**config.mk**
```make
export PLATFORM = sky130hd
export DESIGN_NAME = hazard_scoreboard_flat
export DESIGN_NICKNAME = d
export VERILOG_FILES = /design/src/rtl/hazard_scoreboard_if.sv /design/src/rtl/hazard_scoreboard.sv /design/src/flat_wrapper.sv
export SDC_FILE = /design/constraint.sdc
export NUM_CORES = 1
export LEC_CHECK = 0
export ABC_AREA = 1
export BUFFER_PORTS_ARGS = -buffer_cell sky130_fd_sc_hd__buf_2
export CORE_MARGIN = 2
export CORE_UTILIZATION = 62
export DETAILED_ROUTE_END_ITERATION = 10
export PLACE_DENSITY = 0.9
export SETUP_SLACK_MARGIN = 0.2
export SYNTH_ARGS = -nofsm -noshare
export SYNTH_HDL_FRONTEND = slang
export SYNTH_SLANG_ARGS = --single-unit
```
**constraint.sdc**
```tcl
create_clock -name clk_i -period 4.4 [get_ports clk_i]
set_clock_uncertainty 0.15 [all_clocks]
set_input_delay 0.44 -clock clk_i [delete_from_list [all_inputs] [get_ports clk_i]]
set_output_delay 0.44 -clock clk_i [all_outputs]
set_load 0.005 [all_outputs]
```
**src/rtl/hazard_scoreboard_if.sv**
```systemverilog
// ID-stage request and EX forwarding/stall response bundle for the hazard scoreboard.
interface hazard_scoreboard_if #(
    parameter int REG_ADDR_W = 5,
    parameter int DEPTH      = 3
);
    localparam int FWD_W = $clog2(DEPTH);
    localparam int CNT_W = $clog2(DEPTH + 1);

    logic                  id_valid_i;
    logic [REG_ADDR_W-1:0] id_rs_i;
    logic [REG_ADDR_W-1:0] id_rt_i;
    logic                  id_use_rs_i;
    logic                  id_use_rt_i;
    logic [REG_ADDR_W-1:0] id_rd_i;
    logic                  id_regwrite_i;
    logic                  id_memread_i;
    logic                  flush_i;
    logic                  hold_i;
    logic                  stall_o;
    logic [FWD_W-1:0]      fwd_a_o;
    logic [FWD_W-1:0]      fwd_b_o;
    logic [CNT_W-1:0]      inflight_o;

    modport master (
        output id_valid_i, id_rs_i, id_rt_i, id_use_rs_i, id_use_rt_i,
               id_rd_i, id_regwrite_i, id_memread_i, flush_i, hold_i,
        input  stall_o, fwd_a_o, fwd_b_o, inflight_o
    );

    modport slave (
        input  id_valid_i, id_rs_i, id_rt_i, id_use_rs_i, id_use_rt_i,
               id_rd_i, id_regwrite_i, id_memread_i, flush_i, hold_i,
        output stall_o, fwd_a_o, fwd_b_o, inflight_o
    );
endinterface

```
**src/rtl/hazard_scoreboard.sv**
```systemverilog
// Shift scoreboard tracking in-flight producers from EX to writeback; drives ID stall and EX forward selects.
module hazard_scoreboard #(
    parameter int REG_ADDR_W = 5,
    parameter int DEPTH      = 3,
    parameter int LOAD_AVAIL = 2,
    parameter int ALU_AVAIL  = 1,
    parameter int FWD_W      = $clog2(DEPTH)
) (
    input logic               clk_i,
    input logic               rst_i,
    hazard_scoreboard_if.slave sb
);
    localparam int CNT_W = $clog2(DEPTH + 1);

    typedef struct packed {
        logic                  valid;
        logic [REG_ADDR_W-1:0] rd;
        logic                  regwrite;
        logic [FWD_W-1:0]      avail;
        logic                  use_rs;
        logic                  use_rt;
        logic [REG_ADDR_W-1:0] rs;
        logic [REG_ADDR_W-1:0] rt;
    } entry_t;

    entry_t ent [DEPTH];
    entry_t issue_ent;
    logic   id_hazard;
    logic   issue;
    logic   late_a, late_b;
    logic   found_a, found_b;
    logic [FWD_W-1:0] fwd_a, fwd_b;
    logic [CNT_W-1:0] cnt;

    function automatic logic hit(entry_t e, logic [REG_ADDR_W-1:0] s, logic use_s);
        return e.valid && e.regwrite && (e.rd == s) && (s != '0) && use_s;
    endfunction

    // A producer in stage k reaches its forwarding point in (avail - k) cycles; stall while that exceeds 1.
    always_comb begin
        id_hazard = 1'b0;
        for (int k = 0; k < DEPTH; k++) begin
            if ((hit(ent[k], sb.id_rs_i, sb.id_use_rs_i) ||
                 hit(ent[k], sb.id_rt_i, sb.id_use_rt_i)) &&
                (k + 1 < int'(ent[k].avail)))
                id_hazard = 1'b1;
        end
    end

    assign sb.stall_o = sb.hold_i || (sb.id_valid_i && !sb.flush_i && id_hazard);
    assign issue      = sb.id_valid_i && !sb.flush_i && !id_hazard;

    // Youngest matching producer wins; if it is not yet forwardable the select falls back to 0.
    always_comb begin
        fwd_a   = '0;
        fwd_b   = '0;
        found_a = 1'b0;
        found_b = 1'b0;
        late_a  = 1'b0;
        late_b  = 1'b0;
        for (int k = 1; k < DEPTH; k++) begin
            if (!found_a && hit(ent[k], ent[0].rs, ent[0].use_rs)) begin
                found_a = 1'b1;
                if (k >= int'(ent[k].avail)) fwd_a = FWD_W'(k);
                else                         late_a = 1'b1;
            end
            if (!found_b && hit(ent[k], ent[0].rt, ent[0].use_rt)) begin
                found_b = 1'b1;
                if (k >= int'(ent[k].avail)) fwd_b = FWD_W'(k);
                else                         late_b = 1'b1;
            end
        end
    end

    assign sb.fwd_a_o = fwd_a;
    assign sb.fwd_b_o = fwd_b;

    always_comb begin
        cnt = '0;
        for (int k = 0; k < DEPTH; k++)
            if (ent[k].valid) cnt = cnt + CNT_W'(1);
    end

    assign sb.inflight_o = cnt;

    always_comb begin
        issue_ent          = '0;
        issue_ent.valid    = 1'b1;
        issue_ent.rd       = sb.id_rd_i;
        issue_ent.regwrite = sb.id_regwrite_i;
        issue_ent.avail    = sb.id_memread_i ? FWD_W'(LOAD_AVAIL) : FWD_W'(ALU_AVAIL);
        issue_ent.use_rs   = sb.id_use_rs_i;
        issue_ent.use_rt   = sb.id_use_rt_i;
        issue_ent.rs       = sb.id_rs_i;
        issue_ent.rt       = sb.id_rt_i;
    end

    // Bubbles are all-zero so a bubble in EX never requests forwarding.
    always_ff @(posedge clk_i) begin
        if (rst_i) begin
            for (int k = 0; k < DEPTH; k++) ent[k] <= '0;
        end else if (!sb.hold_i) begin
            for (int k = DEPTH - 1; k > 0; k--) ent[k] <= ent[k-1];
            ent[0] <= issue ? issue_ent : '0;
        end
    end

    a_no_late_fwd: assert property (@(posedge clk_i) disable iff (rst_i) !(late_a || late_b));
endmodule

```
**src/flat_wrapper.sv**
```systemverilog
// flat-port wrapper written by rule: the top's interface ports become plain ports
module hazard_scoreboard_flat 
#(
    parameter int REG_ADDR_W = 5,
    parameter int DEPTH      = 3,
    parameter int LOAD_AVAIL = 2,
    parameter int ALU_AVAIL  = 1,
    parameter int FWD_W      = $clog2(DEPTH)
)
  (clk_i, rst_i, sb_id_valid_i, sb_id_rs_i, sb_id_rt_i, sb_id_use_rs_i, sb_id_use_rt_i, sb_id_rd_i, sb_id_regwrite_i, sb_id_memread_i, sb_flush_i, sb_hold_i, sb_stall_o, sb_fwd_a_o, sb_fwd_b_o, sb_inflight_o);
  hazard_scoreboard_if #(.REG_ADDR_W(REG_ADDR_W), .DEPTH(DEPTH)) sb_i ();
  input logic clk_i;
  input logic rst_i;
  input wire logic [$bits(sb_i.id_valid_i)-1:0] sb_id_valid_i;
  input wire logic [$bits(sb_i.id_rs_i)-1:0] sb_id_rs_i;
  input wire logic [$bits(sb_i.id_rt_i)-1:0] sb_id_rt_i;
  input wire logic [$bits(sb_i.id_use_rs_i)-1:0] sb_id_use_rs_i;
  input wire logic [$bits(sb_i.id_use_rt_i)-1:0] sb_id_use_rt_i;
  input wire logic [$bits(sb_i.id_rd_i)-1:0] sb_id_rd_i;
  input wire logic [$bits(sb_i.id_regwrite_i)-1:0] sb_id_regwrite_i;
  input wire logic [$bits(sb_i.id_memread_i)-1:0] sb_id_memread_i;
  input wire logic [$bits(sb_i.flush_i)-1:0] sb_flush_i;
  input wire logic [$bits(sb_i.hold_i)-1:0] sb_hold_i;
  output wire logic [$bits(sb_i.stall_o)-1:0] sb_stall_o;
  output wire logic [$bits(sb_i.fwd_a_o)-1:0] sb_fwd_a_o;
  output wire logic [$bits(sb_i.fwd_b_o)-1:0] sb_fwd_b_o;
  output wire logic [$bits(sb_i.inflight_o)-1:0] sb_inflight_o;
  assign sb_i.id_valid_i = sb_id_valid_i;
  assign sb_i.id_rs_i = sb_id_rs_i;
  assign sb_i.id_rt_i = sb_id_rt_i;
  assign sb_i.id_use_rs_i = sb_id_use_rs_i;
  assign sb_i.id_use_rt_i = sb_id_use_rt_i;
  assign sb_i.id_rd_i = sb_id_rd_i;
  assign sb_i.id_regwrite_i = sb_id_regwrite_i;
  assign sb_i.id_memread_i = sb_id_memread_i;
  assign sb_i.flush_i = sb_flush_i;
  assign sb_i.hold_i = sb_hold_i;
  assign sb_stall_o = sb_i.stall_o;
  assign sb_fwd_a_o = sb_i.fwd_a_o;
  assign sb_fwd_b_o = sb_i.fwd_b_o;
  assign sb_inflight_o = sb_i.inflight_o;
  hazard_scoreboard #(.REG_ADDR_W(REG_ADDR_W), .DEPTH(DEPTH), .LOAD_AVAIL(LOAD_AVAIL), .ALU_AVAIL(ALU_AVAIL), .FWD_W(FWD_W)) u_core (.clk_i(clk_i), .rst_i(rst_i), .sb(sb_i));
endmodule
```
==> impl_metrics.csv, run 1 <==
group,metric,value,unit
setup_path,regToRegSetupSlack,2350,ps
synthesis,synthesis.nets,318,
sta,finalHoldViolations,0,
sta,timing.slew.headroom,41.1,%
synthesis,synth_edf_count,39,
sta,fmax,0.430,GHz
setup_path,r2r_cells,11,
sta,hold_ws,287,ps
sta,setup_viol,0,
synthesis,synth_area,0.00229,sq mm
setup_path,crit_type,"flop to output port",
setup_path,critPathRequiredTime,3810,ps
floorplanning,io_pins,31,
min_path,hold_end,"u_core.ent[0][12]",
synthesis,syn_inst,292,
synthesis,avgSynthCellArea,7.85,sq um
clocking,cts_hold_buf,0,
sta,rsz0062_at_grt,"no",
sta,layout_min_cycle_time,2330,ps
synthesis,synth_cell_types,26,
detailed_routing,post-route-drc-count,0,
setup_path,cp-start-kind,"flop",
synthesis,async_flop_share,0,%
clocking,insertion_delay,290,ps
detailed_routing,vias,1953,
final_layout,layout.nets,352,
placed_design,placed_cell_area,0.00248,sq mm
synthesis,yosys.area.top_type,"edfxtp_1",
synthesis,ys_warn_count,0,
final_layout,top_regs,"u_core.ent (39)",
clocking,clk_path_buf_depth,2,
placed_design,detailed_place_hpwl,3580,um
clocking,cts-root-buf,"clkbuf_8",
sta,fin_tns_setup,0,ps
final_layout,design_area,0.00258,sq mm
final_layout,post-route-util,71.7,%
setup_path,timing.rr.start,"u_core.ent[0][36]",
floorplanning,start_util,63.6,%
final_layout,largest_register,"u_core.ent",
floorplanning,core,0.00361,sq mm
clocking,path_clk_slew,70,ps
floorplanning,fp-row-count,22,
detailed_routing,first_pass_iters,5,
detailed_routing,postRouteAntennaNets,0,
final_layout,area_growth,12.7,%
detailed_routing,wire_per_inst,12.9,um
clocking,numCtsBuffers,5,
synthesis,ys_top_cells_by_area,"edfxtp_1 51%, nand2_1 13%, nor2_1 9.0%",
detailed_routing,drt_iter0_drc,139,
final_layout,n_antenna_cell,0,
grt,antenna_found_initial,0,
grt,globalRouteTotalUtil,25.9,%
status,status,"completed",
grt,grt_pass1_vias,1865,
pwr,peakVddDrop,0.295,mV
detailed_routing,wl,4850,um
pwr,power.total,842,uW
run,cap_violations,0,
setup_path,worstPathMaxFanout,5,
setup_path,reg2reg_to,"u_core.ent[0][0]",
synthesis,synth_commonest_cells,"77 x nand2_1, 55 x nor2_1, 53 x inv_1, 39 x edfxtp_1, 9 x nand3_1",
clocking,ctsResizeCount,0,
setup_path,critical_path.endpoint_type,"output port",
pwr,power.density,326,mW/mm^2
final_layout,layout-drive-gt1-share,15.3,%
detailed_routing,via_per_inst,5.21,
final_layout,largest_reg_flops,39,
sta,worst_pin_slew,883,ps
placed_design,io_buffers,30,
setup_path,critical_path_arrival,1740,ps
synthesis,synth_seq_cells,39,
floorplanning,dieArea,0.00420,sq mm
min_path,hold_path_depth,2,
synthesis,ys_seq_area_share,51.1,%
pwr,power.leakage,1.27,nW
clocking,cts_tree,"yes",
synthesis,ys.flop_type,"edfxtp_1",
sta,maxSlewViolCount,0,
clocking,post-cts-setup-buffers,0,
sta,fin_crit_sh,52.9,%
grt,grt_pass1_wl,8090,um
min_path,timing.hold.worst.class,"input pin to flop",
clocking,cts.sink_count,39,
grt,grt_max_degree,40,
clocking,h-tree-depth,2,
synthesis,yosysTopAreaCellShare,51.1,%
synthesis,synth.most_common_cell,"nand2_1",
floorplanning,die_w,64.8,um
placed_design,globalplace.congestion,0.936,
min_path,min-delay-start,"sb_id_memread_i",
floorplanning,die_h,64.8,um
grt,grt-ovfl-total,0,
[metal layers]
| metal | routed length [um] | part of all wire, % | global-route usage (%) | vias up |
|---|---|---|---|---|
| li1 | - | - | - | 980 |
| met1 | 1840 | 38 | 30.8 | 859 |
| met3 | 407 | 8.4 | 6.77 | 16 |
| met5 | 0 | 0 | 0 | - |
| met4 | 114 | 2.3 | 11.7 | 0 |
| met2 | 2490 | 51 | 44.1 | 98 |
[area by class of cell]
cell class / count / area, sq um
timing repair buffer: 30 / 150
multi-input combinational: 191 / 875
clock buffer: 5 / 68.8
tap: 48 / 60.1
inverter: 59 / 221
fill: 265 / 1020
sequential: 39 / 1170
clock inverter: 3 / 38.8
[power by group]
group	switching [mW]	internal (mW)	leakage (nW)	total, mW
logic	0.0650	0.0388	0.788	0.104
clock network	0.119	0.166	0.0556	0.285
registers	0.0201	0.433	0.429	0.453
total	0.204	0.638	1.27	0.842
[placed cells by master (no fill, tap or decap), types with 3 or more instances in the layout]
| cell type | netlist | final |
|---|---|---|
| a21oi_1 | 6 | 6 |
| buf_2 | 0 | 30 |
| clkbuf_8 | 0 | 5 |
| edfxtp_1 | 39 | 39 |
| inv_1 | 53 | 53 |
| inv_2 | 5 | 5 |
| nand2_1 | 77 | 77 |
| nand3_1 | 9 | 9 |
| nand4_1 | 5 | 5 |
| nor2_1 | 55 | 55 |
| nor2_2 | 4 | 4 |
| nor3_1 | 8 | 8 |
| nor4_1 | 3 | 3 |
| o22ai_1 | 3 | 3 |
| xnor2_1 | 3 | 3 |
| xor2_1 | 6 | 6 |
[worst max-delay path: stages, from the launching register on]
cell and delay, ps:
edfxtp_1 500, inv_2 140, nand2_1 60, nand2_1 50, nand2_1 50, nor2_1 110
nand2_1 60, nand2_1 70, nand2_2 60, nand2_1 90, nand2_1 70, nand2_1 70
buf_2 110
[worst max path at each step]
stage / start / to / slack [ps]
after CTS: u_core.ent[0][36] / sb_stall_o / 2090
after global placement: sb_id_rs_i[0] / u_core.ent[0][6] / 2410
after detailed placement: sb_id_rs_i[0] / u_core.ent[0][11] / 2330
after floorplan: u_core.ent[0][36] / sb_fwd_a_o[0] / 2700
after global routing: u_core.ent[0][36] / sb_stall_o / 1910
final: u_core.ent[0][37] / sb_stall_o / 2070
[metrics by stage]
stage,worst slack (ps),instances
global route,1910,375
detailed placement,2330,367
CTS,2090,375
global placement,2410,367
finish,2070,375
floorplan,2700,292
[logic make-up after synthesis]
| family | Yosys count | synth area share (%) |
|---|---|---|
| AND/OR/NAND/NOR | 168 | 30.7 |
| buffers and inverters | 62 | 10.8 |
| flip-flops | 39 | 51.1 |
| AO/OA/AOI/OAI | 12 | 2.89 |
| XOR/XNOR | 9 | 3.44 |
| adder cells (fa/ha/maj) | 2 | 1.09 |
(Power assumes the default switching activity.)
==> run 2: changes to the inputs <==
--- a/config.mk
+++ b/config.mk
@@ -5,12 +5,12 @@
 export SDC_FILE = /design/constraint.sdc
 export NUM_CORES = 1
 export LEC_CHECK = 0
-export ABC_AREA = 1
+export ABC_AREA = 0
 export BUFFER_PORTS_ARGS = -buffer_cell sky130_fd_sc_hd__buf_2
 export CORE_MARGIN = 2
-export CORE_UTILIZATION = 62
+export CORE_UTILIZATION = 52
 export DETAILED_ROUTE_END_ITERATION = 10
-export PLACE_DENSITY = 0.9
+export PLACE_DENSITY = 0.81
 export SETUP_SLACK_MARGIN = 0.2
 export SYNTH_ARGS = -nofsm -noshare
 export SYNTH_HDL_FRONTEND = slang
==> constraint.sdc (replaced) <==
create_clock -name clk_i -period 1.95 [get_ports clk_i]
set_clock_uncertainty 0.15 [all_clocks]
set_input_delay 0.195 -clock clk_i [delete_from_list [all_inputs] [get_ports clk_i]]
set_output_delay 0.195 -clock clk_i [all_outputs]
set_load 0.005 [all_outputs]
==> run 2 against run 1 <==
  * The flow now finishes with violations (setup timing)
  * Core utilization decreased by 4.4 points
  * Clock power grew to 2.8 times the previous value
  * Die area increased by 18%
  * Setup slack worse by 2400 ps
  * Critical path depth is 5 lower
  * Critical path type unchanged
==> impl_metrics.csv, run 2 <==
group,metric,value,unit
pwr,peakVddDrop,0.674,mV
sta,setup_ws,-363,ps
clocking,clk_path_buf_depth,2,
sta,maxSlewViolCount,0,
grt,grt_pass1_vias,1695,
detailed_routing,postRouteAntennaNets,0,
synthesis,synthesis.nets,224,
clocking,cts_tree,"yes",
floorplanning,io_pins,31,
pwr,power.density,704,mW/mm^2
synthesis,ys_seq_area_share,50.9,%
setup_path,timing.rr.start,"u_core.ent[0][37]",
setup_path,crit_type,"flop to output port",
final_layout,largest_reg_flops,39,
synthesis,synth_commonest_cells,"39 x edfxtp_1, 27 x xnor2_1, 24 x nand2_1, 19 x nor3_2, 16 x and2_1",
grt,globalRouteTotalUtil,20.3,%
floorplanning,start_util,53.2,%
status,status,"finished, violations left",
placed_design,io_buffers,30,
sta,layout_min_cycle_time,2310,ps
grt,grt-ovfl-total,0,
synthesis,synth_edf_count,39,
setup_path,critical_path.endpoint_type,"output port",
clocking,cts-root-buf,"clkbuf_8",
synthesis,ys_top_cells_by_area,"edfxtp_1 51%, xnor2_1 10%, nor3_2 8.3%",
synthesis,avgSynthCellArea,11.6,sq um
floorplanning,die_h,70.5,um
floorplanning,die_w,70.5,um
setup_path,cp_slowest_cell,"edfxtp_1",
synthesis,ys_warn_count,0,
synthesis,synth_cell_types,31,
final_layout,area_growth,26.3,%
sta,fin_crit_sh,119,%
final_layout,instances_no_fill,310,
synthesis,yosys.area.top_type,"edfxtp_1",
floorplanning,core,0.00432,sq mm
setup_path,worstPathCellList,"buf_4 > xor2_1 > nor3_1 > nand4b_1 > a211oi_2 > a311o_1 > buf_2",
sta,rsz0062_at_grt,"yes",
setup_path,max_stage_delay,440,ps
status,violations,"setup timing",
min_path,min-delay-start,"sb_id_memread_i",
detailed_routing,post-route-drc-count,0,
detailed_routing,vias,1631,
final_layout,fill_cells,318,
clocking,path_clk_slew,70,ps
setup_path,cp-start-kind,"flop",
run,cap_violations,0,
final_layout,design_area,0.00291,sq mm
clocking,numCtsBuffers,5,
min_path,timing.hold.worst.class,"input pin to flop",
synthesis,synth.most_common_cell,"edfxtp_1",
detailed_routing,wl,4600,um
detailed_routing,via_per_inst,5.26,
setup_path,critPathLaunch,"u_core.ent[0][37]",
synthesis,syn_inst,198,
final_layout,n_antenna_cell,0,
detailed_routing,first_pass_iters,5,
grt,grt_max_degree,40,
sta,finalHoldViolations,0,
clocking,insertion_delay,300,ps
detailed_routing,drt_iter0_drc,40,
setup_path,critical_path_arrival,1970,ps
sta,fmax,0.432,GHz
floorplanning,fp-row-count,24,
final_layout,top_regs,"u_core.ent (39)",
grt,grt_pass1_wl,7800,um
sta,setup_viol,26,
synthesis,async_flop_share,0,%
detailed_routing,wire_per_inst,14.8,um
setup_path,critPathRequiredTime,1600,ps
synthesis,yosysTopAreaCellShare,50.9,%
setup_path,worstPathMaxFanout,3,
grt,antenna_found_initial,0,
final_layout,layout-drive-gt1-share,39.5,%
synthesis,synth_area,0.00230,sq mm
synthesis,ys.flop_type,"edfxtp_1",
final_layout,final_cell_mix,"39 x edfxtp_1, 30 x buf_2, 30 x buf_4, 27 x xnor2_1, 24 x nand2_1",
final_layout,final_common_cell,"edfxtp_1",
pwr,power.leakage,1.19,nW
placed_design,placed_cell_area,0.00268,sq mm
placed_design,globalplace.congestion,0.837,
final_layout,largest_register,"u_core.ent",
sta,worst_pin_slew,324,ps
floorplanning,dieArea,0.00498,sq mm
placed_design,detailed_place_hpwl,3410,um
sta,timing.slew.headroom,78.2,%
clocking,cts_hold_buf,0,
synthesis,synth_seq_cells,39,
clocking,h-tree-depth,2,
final_layout,layout.nets,283,
placed_design,dp_cells,292,
clocking,cts.sink_count,39,
==> run 2: worst max-delay path: cells and delay by family, from the launching register on <==
kind            cells  cell delay [ps]
simple gates        2              400
buf+inv             2              270
flops               1              440
compound gates      2              420
xor+xnor            1              150
==> run 2: path summary, 6_finish.rpt <==
| kind | endpoint | slack (ps) | cells after the start |
|---|---|---|---|
| setup / recovery | sb_stall_o | -360 | 7 |
| hold / removal | u_core.ent[0][12] | 60 | 2 |
| setup reg to reg | u_core.ent[0][19] | -260 | 8 |
| hold reg to reg | u_core.ent[0][35] | 390 | 1 |
==> run 2: power breakdown <==
part / internal (mW) / switching [mW] / total [mW]
registers: 0.970 / 0.0396 / 1.01
clock network: 0.511 / 0.277 / 0.788
logic: 0.135 / 0.114 / 0.249
==> run 2: what timing repair did <==
item | in CTS | in global routing
gates cloned | 0 | 0
setup endpoints to repair | 26 | 27
buffers inserted | 7 | 3
resized for setup | 5 | 0
pin swaps | 5 | 0
==> run 2: final cells by class <==
type	instances	area (sq um)	area share (%)
tap	52	65.1	2.24
clock buffer	6	72.6	2.50
clock inverter	2	60.1	2.07
timing repair buffer	64	438	15.1
sequential	39	1170	40.3
multi-input combinational	143	1090	37.3
inverter	4	15.0	0.516
==> run 2: routing by layer <==
metal	GRT usage, %	up-vias	part of all wire (%)
li1	-	821	-
met1	23.3	759	42
met2	37.7	37	52
met3	3.99	14	3.1
met4	6.92	0	2.3
met5	0	-	0
==> run 2: cell families (layout without fill, tap and decap cells) <==
kind of cell	after synthesis	in the layout	share of synthesized area, %
compound gates	8	8	2.77
flops	39	39	50.9
xor+xnor	41	41	15.6
fa+ha+maj	2	2	1.09
buf+inv	16	76	3.37
simple gates	91	91	25.9
mux	1	1	0.435
==> run 2: metrics by stage <==
stage | TNS [ps] | util, % | setup slack (ps) | hold WS, ps | power (mW)
final | -6220 | 67.2 | -363 | 57.6 | 2.05
after CTS | -5580 | 66.7 | -293 | 52.9 | 2.05
after global placement | -1390 | 62.0 | -150 | 353 | 1.25
after floorplan | 0 | - | 127 | 236 | 1.16
after detailed placement | -2180 | 62.0 | -165 | 365 | 1.26
after global routing | -8030 | 67.2 | -431 | 45.3 | 2.12
